[config.mk]
export PLATFORM = sky130hd
export DESIGN_NAME = mem_lock_arbiter
export DESIGN_NICKNAME = d
export VERILOG_FILES = /design/src/rtl/mem_lock_arbiter_pkg.sv /design/src/rtl/mem_lock_arbiter_age_select.sv /design/src/rtl/mem_lock_arbiter.sv
export SDC_FILE = /design/constraint.sdc
export NUM_CORES = 1
export LEC_CHECK = 0
export CAP_MARGIN = 20
export CORE_MARGIN = 5
export CORE_UTILIZATION = 38
export DETAILED_ROUTE_END_ITERATION = 12
export GPL_ROUTABILITY_DRIVEN = 0
export PLACE_DENSITY = 0.88
export SETUP_SLACK_MARGIN = 0.5
export SLEW_MARGIN = 15
export SYNTH_ARGS = -nofsm -noshare
export SYNTH_HDL_FRONTEND = slang
export SYNTH_SLANG_ARGS = --single-unit
[constraint.sdc]
create_clock -name clk -period 2.9 [get_ports clk]
set_input_delay 0.58 -clock clk [delete_from_list [all_inputs] [get_ports clk]]
set_output_delay 0.58 -clock clk [all_outputs]
set_load 0.05 [all_outputs]
[src/rtl/mem_lock_arbiter_pkg.sv]
// Shared types for the SIC memory-lock path: store-port widths, the lock FSM
// state encoding and the requester-index width helper.
package mem_lock_arbiter_pkg;

    localparam int SIC_ADDR_W = 30;
    localparam int SIC_DATA_W = 32;

    typedef enum logic {
        IDLE  = 1'b0,
        GRANT = 1'b1
    } mem_lock_state_t;

    // A single requester still needs a 1-bit owner field.
    function automatic int idx_width(input int n);
        return (n > 1) ? $clog2(n) : 1;
    endfunction

endpackage

[src/rtl/mem_lock_arbiter_age_select.sv]
// Oldest-first selector: picks the requester whose issue id is closest to
// head_id going forward (modulo 2^ID_WIDTH); lowest index wins ties.
module age_select #(
    parameter int NUM_SIC  = 2,
    parameter int ID_WIDTH = 4,
    parameter int IDX_W    = 1
) (
    input  logic [NUM_SIC-1:0]               req,
    input  logic [NUM_SIC-1:0][ID_WIDTH-1:0] issue_id,
    input  logic [ID_WIDTH-1:0]              head_id,
    output logic                             any_req,
    output logic [IDX_W-1:0]                 sel_idx
);

    logic [ID_WIDTH-1:0] age_v;
    logic [ID_WIDTH-1:0] best_age;
    logic                found;

    always_comb begin
        age_v    = '0;
        best_age = '0;
        found    = 1'b0;
        sel_idx  = '0;
        for (int i = 0; i < NUM_SIC; i++) begin
            // Unsigned wrap of the subtraction is the whole age calculation.
            age_v = issue_id[i] - head_id;
            if (req[i] && (!found || (age_v < best_age))) begin
                found    = 1'b1;
                best_age = age_v;
                sel_idx  = IDX_W'(i);
            end
        end
    end

    assign any_req = |req;

endmodule

[src/rtl/mem_lock_arbiter.sv]
// Memory lock arbiter: grants the oldest requesting SIC, muxes its store port
// to memory, and forces release after MAX_HOLD grant cycles.
module mem_lock_arbiter
    import mem_lock_arbiter_pkg::*;
#(
    parameter int NUM_SIC  = 2,
    parameter int ID_WIDTH = 4,
    parameter int MAX_HOLD = 15
) (
    input  logic                                 clk,
    input  logic                                 rst,
    input  logic [NUM_SIC-1:0]                   req,
    input  logic [NUM_SIC-1:0]                   release_lock,
    input  logic [NUM_SIC-1:0][ID_WIDTH-1:0]     req_issue_id,
    input  logic [ID_WIDTH-1:0]                  head_id,
    input  logic [NUM_SIC-1:0][SIC_ADDR_W-1:0]   sic_addr,
    input  logic [NUM_SIC-1:0][SIC_DATA_W-1:0]   sic_wdata,
    input  logic [NUM_SIC-1:0]                   sic_wen,
    output logic [NUM_SIC-1:0]                   mem_grant,
    output logic [SIC_ADDR_W-1:0]                mem_addr,
    output logic [SIC_DATA_W-1:0]                mem_wdata,
    output logic                                 mem_wen,
    output logic [idx_width(NUM_SIC)-1:0]        owner,
    output logic                                 busy,
    output logic                                 timeout_err,
    output logic [31:0]                          grant_count
);

    localparam int OWNER_W = idx_width(NUM_SIC);
    localparam int HOLD_W  = $clog2(MAX_HOLD + 1);

    mem_lock_state_t     state_q, state_d;
    logic [OWNER_W-1:0]  owner_q, owner_d;
    logic [HOLD_W-1:0]   hold_cnt_q, hold_cnt_d;
    logic [31:0]         grant_count_q, grant_count_d;
    logic                timeout_err_q, timeout_err_d;

    logic                any_req;
    logic [OWNER_W-1:0]  sel_idx;
    logic [HOLD_W-1:0]   hold_inc;
    logic                owner_done;

    age_select #(
        .NUM_SIC  (NUM_SIC),
        .ID_WIDTH (ID_WIDTH),
        .IDX_W    (OWNER_W)
    ) u_age_select (
        .req      (req),
        .issue_id (req_issue_id),
        .head_id  (head_id),
        .any_req  (any_req),
        .sel_idx  (sel_idx)
    );

    assign hold_inc   = HOLD_W'(hold_cnt_q + 1'b1);
    // A dropped request ends the lock exactly like an explicit release.
    assign owner_done = release_lock[owner_q] || !req[owner_q];

    always_comb begin
        state_d       = state_q;
        owner_d       = owner_q;
        hold_cnt_d    = hold_cnt_q;
        grant_count_d = grant_count_q;
        timeout_err_d = 1'b0;
        case (state_q)
            IDLE: begin
                if (any_req) begin
                    state_d       = GRANT;
                    owner_d       = sel_idx;
                    hold_cnt_d    = '0;
                    grant_count_d = grant_count_q + 32'd1;
                end
            end
            GRANT: begin
                hold_cnt_d = hold_inc;
                if (owner_done) begin
                    state_d = IDLE;
                end else if (hold_inc == HOLD_W'(MAX_HOLD)) begin
                    state_d       = IDLE;
                    timeout_err_d = 1'b1;
                end
            end
            default: state_d = IDLE;
        endcase
    end

    always_ff @(posedge clk) begin
        if (rst) begin
            state_q       <= IDLE;
            owner_q       <= '0;
            hold_cnt_q    <= '0;
            grant_count_q <= '0;
            timeout_err_q <= 1'b0;
        end else begin
            state_q       <= state_d;
            owner_q       <= owner_d;
            hold_cnt_q    <= hold_cnt_d;
            grant_count_q <= grant_count_d;
            timeout_err_q <= timeout_err_d;
        end
    end

    assign busy        = (state_q == GRANT);
    assign owner       = owner_q;
    assign timeout_err = timeout_err_q;
    assign grant_count = grant_count_q;

    always_comb begin
        mem_grant = '0;
        for (int i = 0; i < NUM_SIC; i++) begin
            mem_grant[i] = busy && (owner_q == OWNER_W'(i));
        end
    end

    assign mem_addr  = busy ? sic_addr[owner_q]  : '0;
    assign mem_wdata = busy ? sic_wdata[owner_q] : '0;
    assign mem_wen   = busy && sic_wen[owner_q];

endmodule

# Yosys cells after proc, flatten, opt, wreduce, memory -nomap -nowiden

Cells that the tools add are included.

Register bits after elaboration: 39
Bits of input ports: 144
Output and inout port bits: 100
Logic and storage cells: 48

Add/sub/neg operators: 4
Magnitude comparators: 2
Eq/ne operators: 2
Muxes and demuxes: 22
Bitwise logic cells: 2
Reduce and logical (&&, ||, !) cells: 11

Operators by type and width:

| cell                                                                 | count |
|---|---|
| 32-bit 2-to-1 mux                                                    | 3 |
| 30-bit 2-to-1 mux                                                    | 3 |
| 32-bit by 1-bit adder with 32-bit output, second input constant      | 1 |
| 1-bit 2-to-1 mux                                                     | 12 |
| 4-bit 2-to-1 mux                                                     | 2 |
| 4-bit one-hot mux with 2 select lines                                | 1 |
| 4-bit subtractor                                                     | 2 |
| 4-bit by 1-bit adder with 4-bit output, second input constant        | 1 |
| 4-bit equality test, second input constant                           | 1 |
| 1-bit logical AND                                                    | 4 |
| 4-bit < comparator                                                   | 1 |
| 3-bit OR reduction                                                   | 1 |
| 1-bit logical NOT                                                    | 2 |
| 1-bit logical OR                                                     | 2 |
| 1-bit by 2-bit < comparator with 1-bit output, second input constant | 1 |
| 2-bit inequality test, second input constant                         | 1 |
| 1-bit inverter                                                       | 2 |
| 1-bit one-hot mux with 2 select lines                                | 1 |
| 2-bit AND reduction                                                  | 1 |
| 2-bit OR reduction                                                   | 1 |

# Logic depth before layout (Yosys ltp)

Word-level depth: 6
Gate-level depth with buffers: 11
Gate-level depth less buffers: 11

# Hierarchy

From an unflattened synthesis, not the netlist that was laid out.

Cells, all modules: 406
Area total of the unflattened synthesis: 3331.9 µm²

By module, submodules not included:

| module           | times used | cells an instance | area an instance (µm²) |
|---|---|---|---|
| mem_lock_arbiter | 1          | 366               | 3016.6 |
| age_select       | 1          | 40                | 315.3 |

# Worst setup path before layout

OpenSTA, ideal clock, no wires.

Path kind: flip-flop to output port
From: register owner_q, in the netlist owner
To: output port mem_wdata[13]
Arrival time: 2.373 ns
Setup slack: -0.053 ns
Cell stages (with the launch flop): 6
Cell sequence: dfxtp_1 > clkbuf_1 > buf_2 > buf_1 > mux2i_1 > nor2b_1

Longest elaborated chain between the ends: 3

Ends and longest elaborated chain:

| element                                               | RTL line                | RTL |
|---|---|---|
| start, declared                                       | mem_lock_arbiter.sv:33  | `logic [OWNER_W-1:0] owner_q, owner_d;` |
| start signal, assigned                                | mem_lock_arbiter.sv:96  | `owner_q <= owner_d;` |
| 32-bit 2-to-1 mux (implied by the code) (2 in series) | mem_lock_arbiter.sv:116 | `assign mem_wdata = busy ? sic_wdata[owner_q] : '0;` |
| 32-bit 2-to-1 mux                                     | mem_lock_arbiter.sv:116 |  |
| end, declared                                         | mem_lock_arbiter.sv:21  | `output logic [SIC_DATA_W-1:0] mem_wdata,` |

Every way passes these cells. The select of a mux whose other input is x is not followed.

# Final worst setup path

From: input port head_id[1]
To: register owner_q, in the netlist owner

Longest elaborated chain between the ends: 6
Elaborated cells on any way between the ends: 7
Classes of those cells: 2 x add/sub; 1 x order compare; 2 x mux; 2 x reduce/logical

Ends and longest elaborated chain:

| element              | RTL line                          | RTL |
|---|---|---|
| start, declared      | mem_lock_arbiter.sv:15            | `input logic [ID_WIDTH-1:0] head_id,` |
| 4-bit subtractor     | mem_lock_arbiter_age_select.sv:26 | `age_v = issue_id[i] - head_id;` |
| 4-bit 2-to-1 mux     | mem_lock_arbiter_age_select.sv:27 | `if (req[i] && (!found \|\| (age_v < best_age))) begin` |
| 4-bit < comparator * | mem_lock_arbiter_age_select.sv:27 |  |
| 1-bit logical OR *   | mem_lock_arbiter_age_select.sv:27 |  |
| 1-bit logical AND *  | mem_lock_arbiter_age_select.sv:27 |  |
| 1-bit 2-to-1 mux *   | mem_lock_arbiter_age_select.sv:27 |  |

Every way passes the cells marked *; elsewhere a longest branch is shown, timed or not.
A chain may end at the register's enable or synchronous reset.

==> implementation parameters <==
Parameter                              Value

Hold path
  Min-Delay Path Class    register to register
  Hold path start    grant_count[22]

Run status
  Result of the run    completed

Routing
  First-iteration detailed-routing DRC count    approximately 180
  Total wire length    around 15000 µm
  Via density    approximately 5.3
  Via total after detailed routing    around 4000
  First-pass iteration count of the detailed router    5
  Drt wl/cell    19.3 µm
  Final antenna-violating net count    0
  Number of design rule violations left after detail routing    0

Finish
  Net count, final    between 800 and 900
  Final design utilization    0.713
  Share of final-layout standard cells stronger than drive strength 1    0.269
  Filler Cell Count    657
  Number of inserted diodes    0
  Area growth syn-to-layout    83.8%

Power
  Power per cell area    approximately 320 nW/µm²
  Static leakage power    about 0.0024 µW
  Worst vdd ir    0.000183 V
  Power after layout    ~2000 µW

Setup path
  Worst path cell trace    clkdlybuf4s50_1 -> inv_2 -> ha_1 -> nor2b_1 -> o21a_1 -> o21ai_1 -> nand3b_1 -> ha_1 -> nand2_1 -> nand3b_1 -> a21oi_2 -> o31a_1
  Crit path max fanout    4
  Element type at the critical path start    primary input
  Critical path's top delay family    compound AO/OA/AOI/OAI gates
  Endpoint type of the worst setup path    register
  Buf/Inv on CP    2
  Critical Path Slowest Stage Cell    sky130_fd_sc_hd__clkdlybuf4s50_1
  Worst endpoint required time    between 3000 and 4000 ps
  Critical path origin    head_id[1]
  Delay of the slowest cell on the worst path    roughly 500 ps
  Critical register-to-register path startpoint    grant_count[8]
  Start-to-end type of the worst setup path    primary input to register
  Data arrival time of the critical path    2580 ps

Logic synthesis
  Number of warnings printed during yosys synthesis    0
  Cell count after synthesis    411
  Syn nets    approximately 570
  Top cells by instance count after synthesis    sky130_fd_sc_hd__nor2b_1, sky130_fd_sc_hd__mux2i_1, sky130_fd_sc_hd__dfxtp_1, sky130_fd_sc_hd__a21oi_1, sky130_fd_sc_hd__nand2_1
  Synth top area share    0.232
  Most area-hungry cell type in the Yosys netlist    sky130_fd_sc_hd__dfxtp_1
  Top post-synthesis cells by area    sky130_fd_sc_hd__dfxtp_1, sky130_fd_sc_hd__mux2i_1, sky130_fd_sc_hd__nor2b_1
  Combined area of all synthesized cells    around 3400 µm²
  Sequential-to-total area share from yosys stat    0.232
  Post-Synthesis Mean Instance Area    slightly above 8 µm²
  Post-synth EDFFs    0
  Count leader, synth    sky130_fd_sc_hd__nor2b_1
  Number of synthesized register bits    39
  Netlist cell types    42
  Dominant register cell in the synthesized netlist    sky130_fd_sc_hd__dfxtp_1
  Synth async-reset ratio    0

GRT
  Maximum number of pins on one net before global-route repair    41
  Gr usage total    0.247
  Global-route wire length before repair    around 22000 µm
  Number of global-route vias before repair    slightly above 4000
  Number of antenna violations at the first check in global routing    0
  Total gr overflow    0

Timing
  Setup repair after global routing missed its margin    false
  Total Neg Setup Slack    0 ps
  Min Tclk post-route    roughly 2400 ps
  Rel. slew slack    0.573
  Final cycle utilization of the critical path    0.811
  Worst Max-Slew Pin Slew    ~640 ps
  Final clock skew    10.8 ps
  Hold violation count in the final report    0
  Number of setup violations in the final report    0
  Final slew viol count    0
  Peak Freq    about 420 MHz

Die
  I/O pin cnt    244
  Die height    around 100 µm
  Floorplan die area    approximately 11000 µm²
  Total number of placement rows    34
  Die Width    around 100 µm
  Core area    between 8000 and 9000 µm²
  Effective utilization at floorplan    0.388

CTS
  Clock slew seen by the registers of the worst setup and hold paths    approximately 70 ps
  Total of hold buffers inserted after clock tree synthesis    0
  Worst-case clock buffer depth    2
  Number of clock sinks    39
  Clock tree from TritonCTS    done
  Number of buffers added by the clock tree synthesis step    5
  Master cell of the clock root buffer    sky130_fd_sc_hd__clkbuf_8
  Maximum level of the CTS H-tree    2
  Later-pin clock latency in the skew report    290 ps

Placed design
  Post-detailed-placement half-perimeter wirelength    between 10000 and 15000 µm
  Quantity of I/O buffers inserted on ports    roughly 240

Run
  Max Cap Viol    0
-- layout make-up --
class	count	area (µm²)	area share
sequential	39	786	0.127
multi-input combinational	331	2690	0.435
clock inverter	1	5.00	0.000809
tap	108	135	0.0218
clock buffer	6	82.6	0.0133
inverter	14	52.6	0.00849
timing repair buffer	260	2430	0.393
-- power breakdown --
part           internal (µW)  switching (µW)  leakage (µW)
clock network            187             186     0.0000470
registers                545            13.6      0.000316
logic                    491             583       0.00201
total                   1220             783       0.00237
-- logic make-up (layout without fill, tap and decap cells) --
kind of cell    after synthesis  count (layout)  share of synthesized area
mux                          73              73                      0.220
xor+xnor                     11              11                     0.0286
fa+ha+maj                    14              14                     0.0565
buf+inv                      41             281                     0.0472
compound gates               56              56                     0.0996
flops                        39              39                      0.232
simple gates                177             177                      0.316
-- layout by cell type (no fill, tap or decap), types with 10 or more instances in the layout --
| cell | count |
|---|---|
| sky130_fd_sc_hd__a21oi_1 | 23 |
| sky130_fd_sc_hd__buf_4 | 79 |
| sky130_fd_sc_hd__clkdlybuf4s50_1 | 176 |
| sky130_fd_sc_hd__dfxtp_1 | 37 |
| sky130_fd_sc_hd__ha_1 | 11 |
| sky130_fd_sc_hd__inv_1 | 13 |
| sky130_fd_sc_hd__mux2i_1 | 64 |
| sky130_fd_sc_hd__nand2_1 | 19 |
| sky130_fd_sc_hd__nor2_1 | 16 |
| sky130_fd_sc_hd__nor2b_1 | 15 |
| sky130_fd_sc_hd__nor2b_2 | 42 |
| sky130_fd_sc_hd__nor2b_4 | 17 |
| sky130_fd_sc_hd__o31ai_1 | 12 |
| sky130_fd_sc_hd__or4_1 | 10 |
-- flip-flops by register name, indices dropped and copies added (netlist names) --
register	flops
grant_count	32
busy	1
owner	1
timeout_err	1
hold_cnt_q	4
-- path summary, 6_finish.rpt --
check / to / cells past startpoint / slack [ps]
worst min-delay path: grant_count[22] / 2 / 500
worst max register to register: grant_count[31] / 4 / 700
worst max-delay path: owner / 12 / 550
worst min register to register: grant_count[22] / 2 / 500
-- worst register-to-register path: cells and delay by family, from the launching register on --
kind | cells | cell delay, ps
simple gates | 3 | 1290
mux | 1 | 370
flops | 1 | 440
-- repair_timing --
item / in CTS / in global routing
resized for setup: 1 / 11
endpoints found under the setup margin: 32 / 21
pin swaps: 0 / 5
buffers inserted: 1 / 6
-- metrics by stage --
| stage | worst slack (ps) | std cells | hold slack, ps | cell area [µm²] |
|---|---|---|---|---|
| floorplan | 440 | 411 | 482 | 3610 |
| global placement | 278 | 745 | 478 | 5990 |
| detailed placement | 213 | 745 | 500 | 5990 |
| CTS | 505 | 753 | 511 | 6100 |
| global route | 442 | 759 | 560 | 6190 |
| finish | 547 | 759 | 504 | 6190 |
-- routing by layer --
metal | global-route usage | up-vias | part of all wire
met5 | 0 | - | 0
met4 | 0.0722 | 0 | 0.028
met3 | 0.0900 | 30 | 0.089
met2 | 0.461 | 182 | 0.53
met1 | 0.256 | 1862 | 0.35
li1 | - | 1946 | -
Note: power is estimated with default switching activity, not from simulation.
